<file path="src/rtl/sreg_pipe_pkg.sv">
// Shared types and helpers for the shift-register pipeline controller.
package sreg_pipe_pkg;

    typedef enum logic [1:0] {
        IDLE  = 2'd0,
        RUN   = 2'd1,
        DRAIN = 2'd2,
        FLUSH = 2'd3
    } state_e;

    function automatic int unsigned occ_width(input int unsigned depth);
        return $clog2(depth + 1);
    endfunction

endpackage

</file>
<file path="src/rtl/sreg_valid_tracker.sv">
// Shadow valid bits for a globally-enabled shift pipeline plus an occupancy count.
module sreg_valid_tracker
    import sreg_pipe_pkg::*;
#(
    parameter int unsigned DEPTH = 4,
    parameter int unsigned OCC_W = occ_width(DEPTH)
) (
    input  logic             clock,
    input  logic             reset,
    input  logic             en,
    input  logic             push,
    input  logic             pop,
    input  logic             clear,
    output logic [DEPTH-1:0] vld,
    output logic [OCC_W-1:0] occupancy
);

    logic [DEPTH-1:0] vld_q, vld_d;
    logic [OCC_W-1:0] occ_q, occ_d;

    always_comb begin
        vld_d = vld_q;
        occ_d = occ_q;
        if (clear) begin
            vld_d = '0;
            occ_d = '0;
        end else begin
            if (en) begin
                vld_d = {vld_q[DEPTH-2:0], push};
            end
            occ_d = occ_q + OCC_W'(push) - OCC_W'(pop);
        end
    end

    always_ff @(posedge clock or negedge reset) begin
        if (!reset) begin
            vld_q <= '0;
            occ_q <= '0;
        end else begin
            vld_q <= vld_d;
            occ_q <= occ_d;
        end
    end

    assign vld       = vld_q;
    assign occupancy = occ_q;

endmodule

</file>
<file path="src/rtl/sreg_pipeline_ctrl.sv">
// Handshake/sequencing controller wrapped around a single-enable shift-register pipeline.
module sreg_pipeline_ctrl
    import sreg_pipe_pkg::*;
#(
    parameter int unsigned DATA_W = 9,
    parameter int unsigned DEPTH  = 4,
    parameter int unsigned CNT_W  = 16
) (
    input  logic                         clock,
    input  logic                         reset,
    input  logic                         start,
    input  logic                         drain,
    input  logic                         flush,
    input  logic                         in_valid,
    output logic                         in_ready,
    input  logic [DATA_W-1:0]            in_data,
    output logic [DATA_W-1:0]            pipe_a,
    output logic                         pipe_en,
    input  logic [DATA_W-1:0]            pipe_c,
    output logic                         out_valid,
    input  logic                         out_ready,
    output logic [DATA_W-1:0]            out_data,
    output logic                         busy,
    output logic                         done,
    output logic [occ_width(DEPTH)-1:0]  occupancy,
    output logic [CNT_W-1:0]             accepted
);

    localparam int unsigned OCC_W = occ_width(DEPTH);

    state_e           state_q, state_d;
    logic             done_q, done_d;
    logic [CNT_W-1:0] accepted_q, accepted_d;
    logic [DEPTH-1:0] vld;
    logic             stall, accept, xfer, clear;

    assign stall     = vld[DEPTH-1] & ~out_ready;
    assign pipe_en   = ~stall & (state_q != FLUSH);
    assign in_ready  = (state_q == RUN) & pipe_en;
    // The tail stage may still hold a valid bit during FLUSH; it is never presented.
    assign out_valid = vld[DEPTH-1] & (state_q != FLUSH);
    assign accept    = in_valid & in_ready;
    assign xfer      = out_valid & out_ready;
    assign clear     = flush | (state_q == FLUSH);

    assign pipe_a    = in_data;
    assign out_data  = pipe_c;
    assign busy      = (state_q != IDLE) | (|vld);
    assign done      = done_q;
    assign accepted  = accepted_q;

    sreg_valid_tracker #(
        .DEPTH (DEPTH),
        .OCC_W (OCC_W)
    ) u_tracker (
        .clock     (clock),
        .reset     (reset),
        .en        (pipe_en),
        .push      (accept),
        .pop       (xfer),
        .clear     (clear),
        .vld       (vld),
        .occupancy (occupancy)
    );

    always_comb begin
        state_d    = state_q;
        done_d     = 1'b0;
        accepted_d = accepted_q + CNT_W'(accept);
        case (state_q)
            IDLE: begin
                if (flush) begin
                    state_d = FLUSH;
                end else if (drain) begin
                    if (occupancy != '0) state_d = DRAIN;
                    else                 done_d  = 1'b1;
                end else if (start) begin
                    state_d = RUN;
                end
            end
            RUN: begin
                if (flush)      state_d = FLUSH;
                else if (drain) state_d = DRAIN;
            end
            DRAIN: begin
                // Empty once the last in-flight word leaves on this edge.
                if (flush) begin
                    state_d = FLUSH;
                end else if (occupancy == OCC_W'(xfer)) begin
                    state_d = IDLE;
                    done_d  = 1'b1;
                end
            end
            FLUSH:   state_d = IDLE;
            default: state_d = IDLE;
        endcase
    end

    always_ff @(posedge clock or negedge reset) begin
        if (!reset) begin
            state_q    <= IDLE;
            done_q     <= 1'b0;
            accepted_q <= '0;
        end else begin
            state_q    <= state_d;
            done_q     <= done_d;
            accepted_q <= accepted_d;
        end
    end

endmodule

</file>
<file path="config.mk">
export PLATFORM = sky130hd
export DESIGN_NAME = sreg_pipeline_ctrl
export DESIGN_NICKNAME = d
export VERILOG_FILES = /design/src/rtl/sreg_pipe_pkg.sv /design/src/rtl/sreg_valid_tracker.sv /design/src/rtl/sreg_pipeline_ctrl.sv
export SDC_FILE = /design/constraint.sdc
export NUM_CORES = 1
export LEC_CHECK = 0
export ABC_AREA = 1
export CAP_MARGIN = 20
export CORE_MARGIN = 10
export CORE_UTILIZATION = 44
export DETAILED_ROUTE_END_ITERATION = 10
export PLACE_DENSITY = 0.86
export REMOVE_ABC_BUFFERS = 1
export SLEW_MARGIN = 10
export SYNTH_ARGS = -nofsm -noshare
export SYNTH_HDL_FRONTEND = slang
export SYNTH_HIERARCHICAL = 1
export SYNTH_SLANG_ARGS = --single-unit
</file>
<file path="constraint.sdc">
create_clock -name clock -period 5.6 [get_ports clock]
set_input_delay 1.12 -clock clock [delete_from_list [all_inputs] [get_ports clock]]
set_output_delay 1.12 -clock clock [all_outputs]
set_load 0.1 [all_outputs]
</file>
Word level (Yosys, flattened, before mapping)
Index checks and enable logic that the tools add are counted. Widths: inputs -> output; s select.

Register bits: 26. Input port bits: 25. Output and inout bits: 42. Word-level logic and storage cells: 51.

Reductions and logical operators: 6. Equality and inequality tests: 9. Multiplexer cells: 18. $add $sub $neg: 3. Bitwise operators: 10.

Operators with widths (number): $add 16x1->16 (1); $mux 2 (8); $mux 4 (2); $ne 4x4->1 const B (2); $pmux 2 s4 (1); $and 1x1->1 (6); $ne 3x3->1 const B (2); $mux 1 (5); $eq 2x2->1 const B (2); $reduce_and 4->1 (1); $reduce_bool 2->1 (2); $reduce_or 4->1 (1); $add 3x1->3 (1); $eq 3x1->1 (1); $mux 3 (1); $reduce_bool 3->1 (1); $sub 3x1->3 (1); $eq 2x1->1 const B (1); $logic_not 2->1 (1); $ne 2x2->1 const B (1); $not 1->1 (2); $or 1x1->1 (2); $pmux 1 s2 (1).

Logic depth before layout (Yosys ltp)
Gate-level depths: netlist of the first run.

Depth in word-level cells: 9. Mapped depth: 13. Depth with buffers taken out: 13.

Cells and area by module
Netlist of the first run, hierarchy kept.

Modules (own cells, without submodules): sreg_pipeline_ctrl (cells each 143, times used 1, area an instance 1147.4 um^2); sreg_valid_tracker (cells each 35, times used 1, area an instance 331.6 um^2).

Least setup slack after synthesis of the first run
OpenSTA, ideal clock, no wires.

Path kind: input port to output port. Start: input out_ready. End: output pipe_en. Slack: 1.996 ns. Arrival: 2.484 ns. Path buffers: 0. Stages on the path: 2. Path through: nor2_1 nor2_1.

Word-level cells in the longest chain between the ends: 4.

Ends and longest elaborated chain: start: declaration (RTL line sreg_pipeline_ctrl.sv:21) `input logic out_ready,`; $not 1->1 (RTL line sreg_pipeline_ctrl.sv:37) `assign stall = vld[DEPTH-1] & ~out_ready;`; $and 1x1->1 (RTL line sreg_pipeline_ctrl.sv:37); $not 1->1 (RTL line sreg_pipeline_ctrl.sv:38) `assign pipe_en = ~stall & (state_q != FLUSH);`; $and 1x1->1 (RTL line sreg_pipeline_ctrl.sv:38); end: declaration (RTL line sreg_pipeline_ctrl.sv:18) `output logic pipe_en,`.

No other way between the ends.

Worst setup path after layout of the first run
Same ends and word-level chain as after synthesis.

==> qor.csv, run 1 <==
stage,metric,value,unit
placement,gp_congestion,0.899,
routing,drt_iter0_drc,46,
logic_synthesis,ys_ff_latch,26,
clock_tree,postCtsSetupRepairBufs,0,
clock_tree,cts_hold_buf,0,
sta,rsz0062_at_grt,false,
worst_setup_path,cp_cell_sequence,clkdlybuf4s50_1 -> nor2_1 -> nor2_1 -> clkdlybuf4s50_1,
clock_tree,cts_buffers,3,
power,vdd_drop_max,0.000260,V
clock_tree,htreeDepth,1,
routing,ant_nets,0,
sta,max_slew.worst_pin.slew,1.01,ns
logic_synthesis,syn_area,1480,um^2
logic_synthesis,synth.distinct_cells,23,
finish,drive_gt1_share,6.67,%
worst_setup_path,crit_fanout,3,
worst_setup_path,cp.required,4.48,ns
clock_tree,clk_pin_slew_worst_paths,0.14,ns
worst_setup_path,worst_path_largest_cell_delay,1.18,ns
global_route,grt_overflow,0,
worst_setup_path,r2r_slack,3.12,ns
power,p_per_area,430,nW/um^2
finish,instances_no_fill,239,
finish,fin_area,1740,um^2
worst_setup_path,cp-start-kind,input pin,
placement,place_area,1710,um^2
floorplanning,initial_utilization,47.3,%
clock_tree,clock-sinks,26,
finish,nets,226,
placement,io_buffers,30,
logic_synthesis,seq_area_frac_synth,44.0,%
global_route,antenna_found_initial,0,
worst_setup_path,crit_slowest_cell,clkdlybuf4s50_1,
clock_tree,cts_resized,0,
routing,vias,1141,
routing,drcViolationCount,0,
worst_setup_path,worstRegToRegCells,13,
routing,wl_per_cell,14.4,um
logic_synthesis,synth_cells,178,
sta,fin_setup_tns,0,ns
sta,period_needed,4.19,ns
job,maxCapViolations,0,
sta,final_max_slew_viol_count,0,
floorplanning,die-area,6080,um^2
global_route,grt_max_degree,27,
min_path,min_path_cells,1,
floorplanning,fp-row-count,20,
worst_setup_path,r2r-end,u_tracker/occupancy[2],
sta,finalHoldViolCount,0,
routing,drt-total-wl,3.45,mm
worst_setup_path,critPathKind,in -> out,
min_path,min_to,accepted[14],
routing,viasPerCell,4.77,
placement,dp_hpwl,2.75,mm
routing,firstDrtPassIters,4,
sta,max_freq,239,MHz
global_route,grt_pass1_wl,5.69,mm
global_route,grt_pass1_vias,1221,
floorplanning,design.portCount,67,
status,status,completed,
placement,numPlacedInstances,235,
sta,post-route-period-util,74.9,%
worst_setup_path,crit_arrival,3.07,ns
logic_synthesis,postSynthAreaPerCell,8.31,um^2
clock_tree,clockRootBuffer,clkbuf_4,
floorplanning,coreArea,3130,um^2
sta,relSlewSlack,32.2,%
sta,worst_slack,1.41,ns
finish,area_growth,17.9,%
worst_setup_path,endpoint_kind,output pin,
placement,place_ws,1.43,ns
min_path,hold_path_startpoint,accepted[14],
clock_tree,cts_buffer_depth,2,
min_path,min_path_type,reg -> reg,
global_route,grt_use_total,11.4,%
sta,finClkSkew,0.00772,ns
logic_synthesis,ys_warn_count,6,
power,leakage,0.000833,uW
finish,diodes,0,
worst_setup_path,worstReg2RegStart,state_q[0],
clock_tree,cts_tree,yes,
clock_tree,insertion_delay,0.32,ns
floorplanning,fp.dieH,78.0,um
sta,setup_viol,0,
floorplanning,die_width,78.0,um
## where the power goes
| part | switching, uW | leakage [uW] | internal [uW] |
|---|---|---|---|
| clock | 55.4 | 0.0000210 | 39.8 |
| combinational | 316 | 0.000481 | 91.0 |
| sequential | 29.9 | 0.000330 | 217 |
| total | 401 | 0.000833 | 348 |
## layout make-up
class                           count  area (um^2)
Fill cell                         287         1390
Sequential cell                    26          651
Multi-Input combinational cell    103          577
Timing Repair Buffer               31          308
Inverter                           31          116
Tap cell                           44         55.1
Clock buffer                        4         36.3
## sequential cells by signal, summed over array words and instances (netlist names)
register	flops
u_tracker/vld	4
u_tracker/occupancy	3
accepted	16
done	1
state_q	2
## Yosys cell counts (all sizes together)
| master | count | area (um^2) |
|---|---|---|
| ha | 4 | 50.1 |
| nor2 | 24 | 97.6 |
| o22ai | 4 | 25.0 |
| xor2 | 9 | 78.8 |
| a21oi | 1 | 5.00 |
| inv | 31 | 116 |
| o21ai | 4 | 20.0 |
| dfrtp | 26 | 651 |
| o21a | 1 | 7.51 |
| or2 | 1 | 8.76 |
| fa | 1 | 20.0 |
| nand4 | 2 | 12.5 |
| nand3 | 11 | 60.1 |
| xnor2 | 4 | 35.0 |
| nor3 | 5 | 25.0 |
| nor4 | 1 | 6.26 |
| nor3b | 1 | 7.51 |
| buf | 18 | 135 |
| nand2 | 30 | 118 |
## stage by stage
stage | power [uW] | utilization, % | hold slack (ns)
3_5_place_dp | 660 | 54.6 | 0.488
5_1_grt | 787 | 55.7 | 0.547
4_1_cts | 757 | 55.7 | 0.512
6_report | 749 | 55.7 | 0.509
3_3_place_gp | 654 | 54.6 | 0.480
2_1_floorplan | 558 | - | 0.516
## critical path: cells and delay by family
family	cells	cell delay, ns
buffers and inverters	2	1.67
AND/OR/NAND/NOR	2	0.27
## layer usage
metal	wire, um	GRT usage, %
met2	1530	18.1
met5	0	2.50
met4	91	5.20
met1	1580	13.2
met3	244	4.26
## cells in the final DEF, fill, tap and decap left out
cell,instances
nand3_1,10
clkdlybuf4s50_1,30
buf_4,1
o21ai_0,4
nor3b_1,1
inv_2,1
or2_4,1
inv_1,30
o22ai_1,4
ha_1,4
o21a_1,1
nor3_1,5
clkbuf_8,1
xnor2_1,4
nand4_1,2
nand2_2,2
nand2_1,28
nand3_2,1
fa_1,1
a21oi_1,1
clkbuf_4,3
nor2_2,3
nor4_1,1
dfrtp_1,26
xor2_1,9
nor2_1,21
## worst max-delay path by stage
stage,endpoint,slack [ns],start,depth (start not counted)
global route,pipe_en,1.32,out_ready,4
detailed placement,pipe_en,1.43,out_ready,4
CTS,pipe_en,1.40,out_ready,4
global placement,pipe_en,1.47,out_ready,4
floorplan,pipe_en,2.00,out_ready,2
finish,pipe_en,1.41,out_ready,4
## logic make-up (layout without fill, tap and decap cells)
logic type	count (synthesis)	count (layout)	share of synthesized area, %
AOI/OAI and AO/OA	10	10	3.89
DFF	26	26	44.0
and+or+nand+nor	75	75	22.7
adders and majority gates	5	5	4.74
xor gates and xnor gates	13	13	7.70
buffers and inverters	49	66	17.0
Power figures use the tool's default switching activity.
==> inputs of run 2 (changes only) <==
Settings changed: CORE_UTILIZATION 44 to 41, PLACE_DENSITY 0.86 to 0.81.
Clock period 5.6 ns to 4.4 ns, I/O delays scaled along.
==> run 2 against run 1 <==
Net effect: power is 33% higher; sequential power is 29% higher; via count is 2.5% higher; final area rose by 0.79%; setup slack worse by 0.11 ns; clock power rose by 72%; sequential cell count unchanged; global-route usage shrank 0.59 points; sequential share of layout area fell by 0.29 points; register-to-register slack worse by 1.1 ns; cell count grew 0.84%; critical path type is now reg -> out; largest power group unchanged; highest routed layer unchanged.
==> qor.csv, run 2 (same netlist as run 1, synthesis figures left out) <==
stage,metric,value,unit,change
status,status,completed,,
finish,layout_commonest_cell,inv_1,,
finish,layout_common_cells,"inv_1 (30), nand2_1 (28), clkdlybuf4s50_1 (28)",,
routing,wl_per_cell,13.8,um,-4.1%
finish,nets,226,,unchanged
sta,setup_viol,0,,unchanged
clock_tree,clk_pin_slew_worst_paths,0.15,ns,about the same
finish,ff_latch_area,651,um^2,unchanged
sta,finClkSkew,0.0130,ns,+0.00525 ns
worst_setup_path,crit_arrival,2.22,ns,-0.85 ns
floorplanning,design.portCount,67,,unchanged
clock_tree,cts_resized,0,,unchanged
placement,io_buffers,30,,unchanged
routing,drcViolationCount,0,,unchanged
finish,drive_gt1_share,7.69,%,+1.0 points
worst_setup_path,critPathKind,reg -> out,,
global_route,grt_max_degree,19,,-30%
floorplanning,die-area,6410,um^2,+5.4%
global_route,grt_pass1_wl,5.66,mm,-0.60%
worst_setup_path,worstReg2RegStart,state_q[0],,
finish,diodes,0,,unchanged
clock_tree,clock-sinks,26,,unchanged
placement,dp_hpwl,2.72,mm,-1.3%
min_path,min_path_type,reg -> reg,,
floorplanning,initial_utilization,43.3,%,-4.0 points
sta,rsz0062_at_grt,false,,
power,p_per_area,566,nW/um^2,+32%
worst_setup_path,endpoint_kind,output pin,,
finish,fin_area,1760,um^2,+0.79%
placement,place_area,1700,um^2,-0.15%
routing,drt_iter0_drc,73,,+59%
worst_setup_path,cp.required,3.52,ns,-0.96 ns
sta,finalHoldViolCount,0,,unchanged
worst_setup_path,crit_fanout,6,,+3
power,vdd_drop_max,0.000503,V,+93%
sta,fin_setup_tns,0,ns,unchanged
sta,post-route-period-util,70.5,%,
finish,largest_reg_flops,16,,unchanged
clock_tree,clockRootBuffer,clkbuf_4,,
finish,fillers,316,,+10%
global_route,antenna_found_initial,0,,unchanged
routing,viasPerCell,4.85,,+1.7%
floorplanning,fp.dieH,80.1,um,+2.7%
clock_tree,postCtsSetupRepairBufs,0,,unchanged
sta,relSlewSlack,33.8,%,+1.6 points
floorplanning,die_width,80.1,um,+2.7%
finish,area_growth,18.8,%,
clock_tree,cts_buffer_depth,2,,unchanged
global_route,grt_overflow,0,,unchanged
clock_tree,cts_buffers,3,,unchanged
sta,max_slew.worst_pin.slew,0.990,ns,-0.0239 ns
sta,max_freq,322,MHz,
routing,drt-total-wl,3.34,mm,-3.3%
floorplanning,fp-row-count,21,,+5.0%
clock_tree,cts_hold_buf,0,,unchanged
job,maxCapViolations,0,,unchanged
routing,vias,1170,,+2.5%
worst_setup_path,crit_start,state_q[0],,
global_route,grt_pass1_vias,1221,,unchanged
clock_tree,htreeDepth,1,,unchanged
floorplanning,coreArea,3420,um^2,+9.2%
sta,period_needed,3.10,ns,
worst_setup_path,cp-start-kind,flip-flop,,
finish,final_util,51.4,%,-4.3 points
power,power,994,uW,+33%
placement,gp_congestion,0.869,,-3.4%
sta,final_max_slew_viol_count,0,,unchanged
clock_tree,cts_tree,yes,,
routing,ant_nets,0,,unchanged
power,leakage,0.000841,uW,+1.1%
min_path,hold_path_startpoint,accepted[13],,
global_route,grt_use_total,10.8,%,-0.59 points
routing,firstDrtPassIters,4,,unchanged
finish,multiInputGateArea,577,um^2,unchanged
clock_tree,insertion_delay,0.32,ns,about the same
==> run 2: path summary, 6_finish.rpt <==
path / end / slack [ns] / cells after the start
max in group asynchronous: accepted[0] / 2.80 / 2
hold / removal: accepted[13] / 0.52 / 1
min in group asynchronous: accepted[15] / 0.98 / 1
hold reg to reg: accepted[13] / 0.52 / 1
setup / recovery: out_valid / 1.30 / 4
setup reg to reg: u_tracker/occupancy[2] / 2.02 / 12
==> run 2: area by class of cell <==
cell class | instances | share of cell area, %
Timing Repair Buffer | 31 | 17.2
Clock inverter | 1 | 1.71
Multi-Input combinational cell | 103 | 32.8
Sequential cell | 26 | 37.0
Clock buffer | 3 | 1.28
Inverter | 31 | 6.62
Tap cell | 46 | 3.28
==> run 2: through the flow <==
step	cells	hold slack (ns)	setup slack, ns
5_1_grt	241	0.538	1.16
2_1_floorplan	160	0.516	1.28
4_1_cts	241	0.516	1.29
3_3_place_gp	237	0.480	1.41
3_5_place_dp	237	0.495	1.28
6_report	241	0.515	1.30
==> run 2: report_power, final <==
| group | internal [uW] | switching (uW) |
|---|---|---|
| Clock | 92.0 | 72.0 |
| Sequential | 276 | 42.0 |
| Combinational | 113 | 399 |
| Total | 481 | 513 |
==> run 2: worst max-delay path: stages (launching register included) <==
cell	delay, ns
dfrtp_1	0.46
nand2_1	0.15
inv_1	0.07
nor2_1	0.08
clkdlybuf4s50_1	1.14
==> run 2: layer usage <==
layer	share of wire (%)	GRT usage, %
met2	46	16.4
met4	1.2	4.05
met1	43	13.3
met5	0	2.50
met3	9.8	4.34
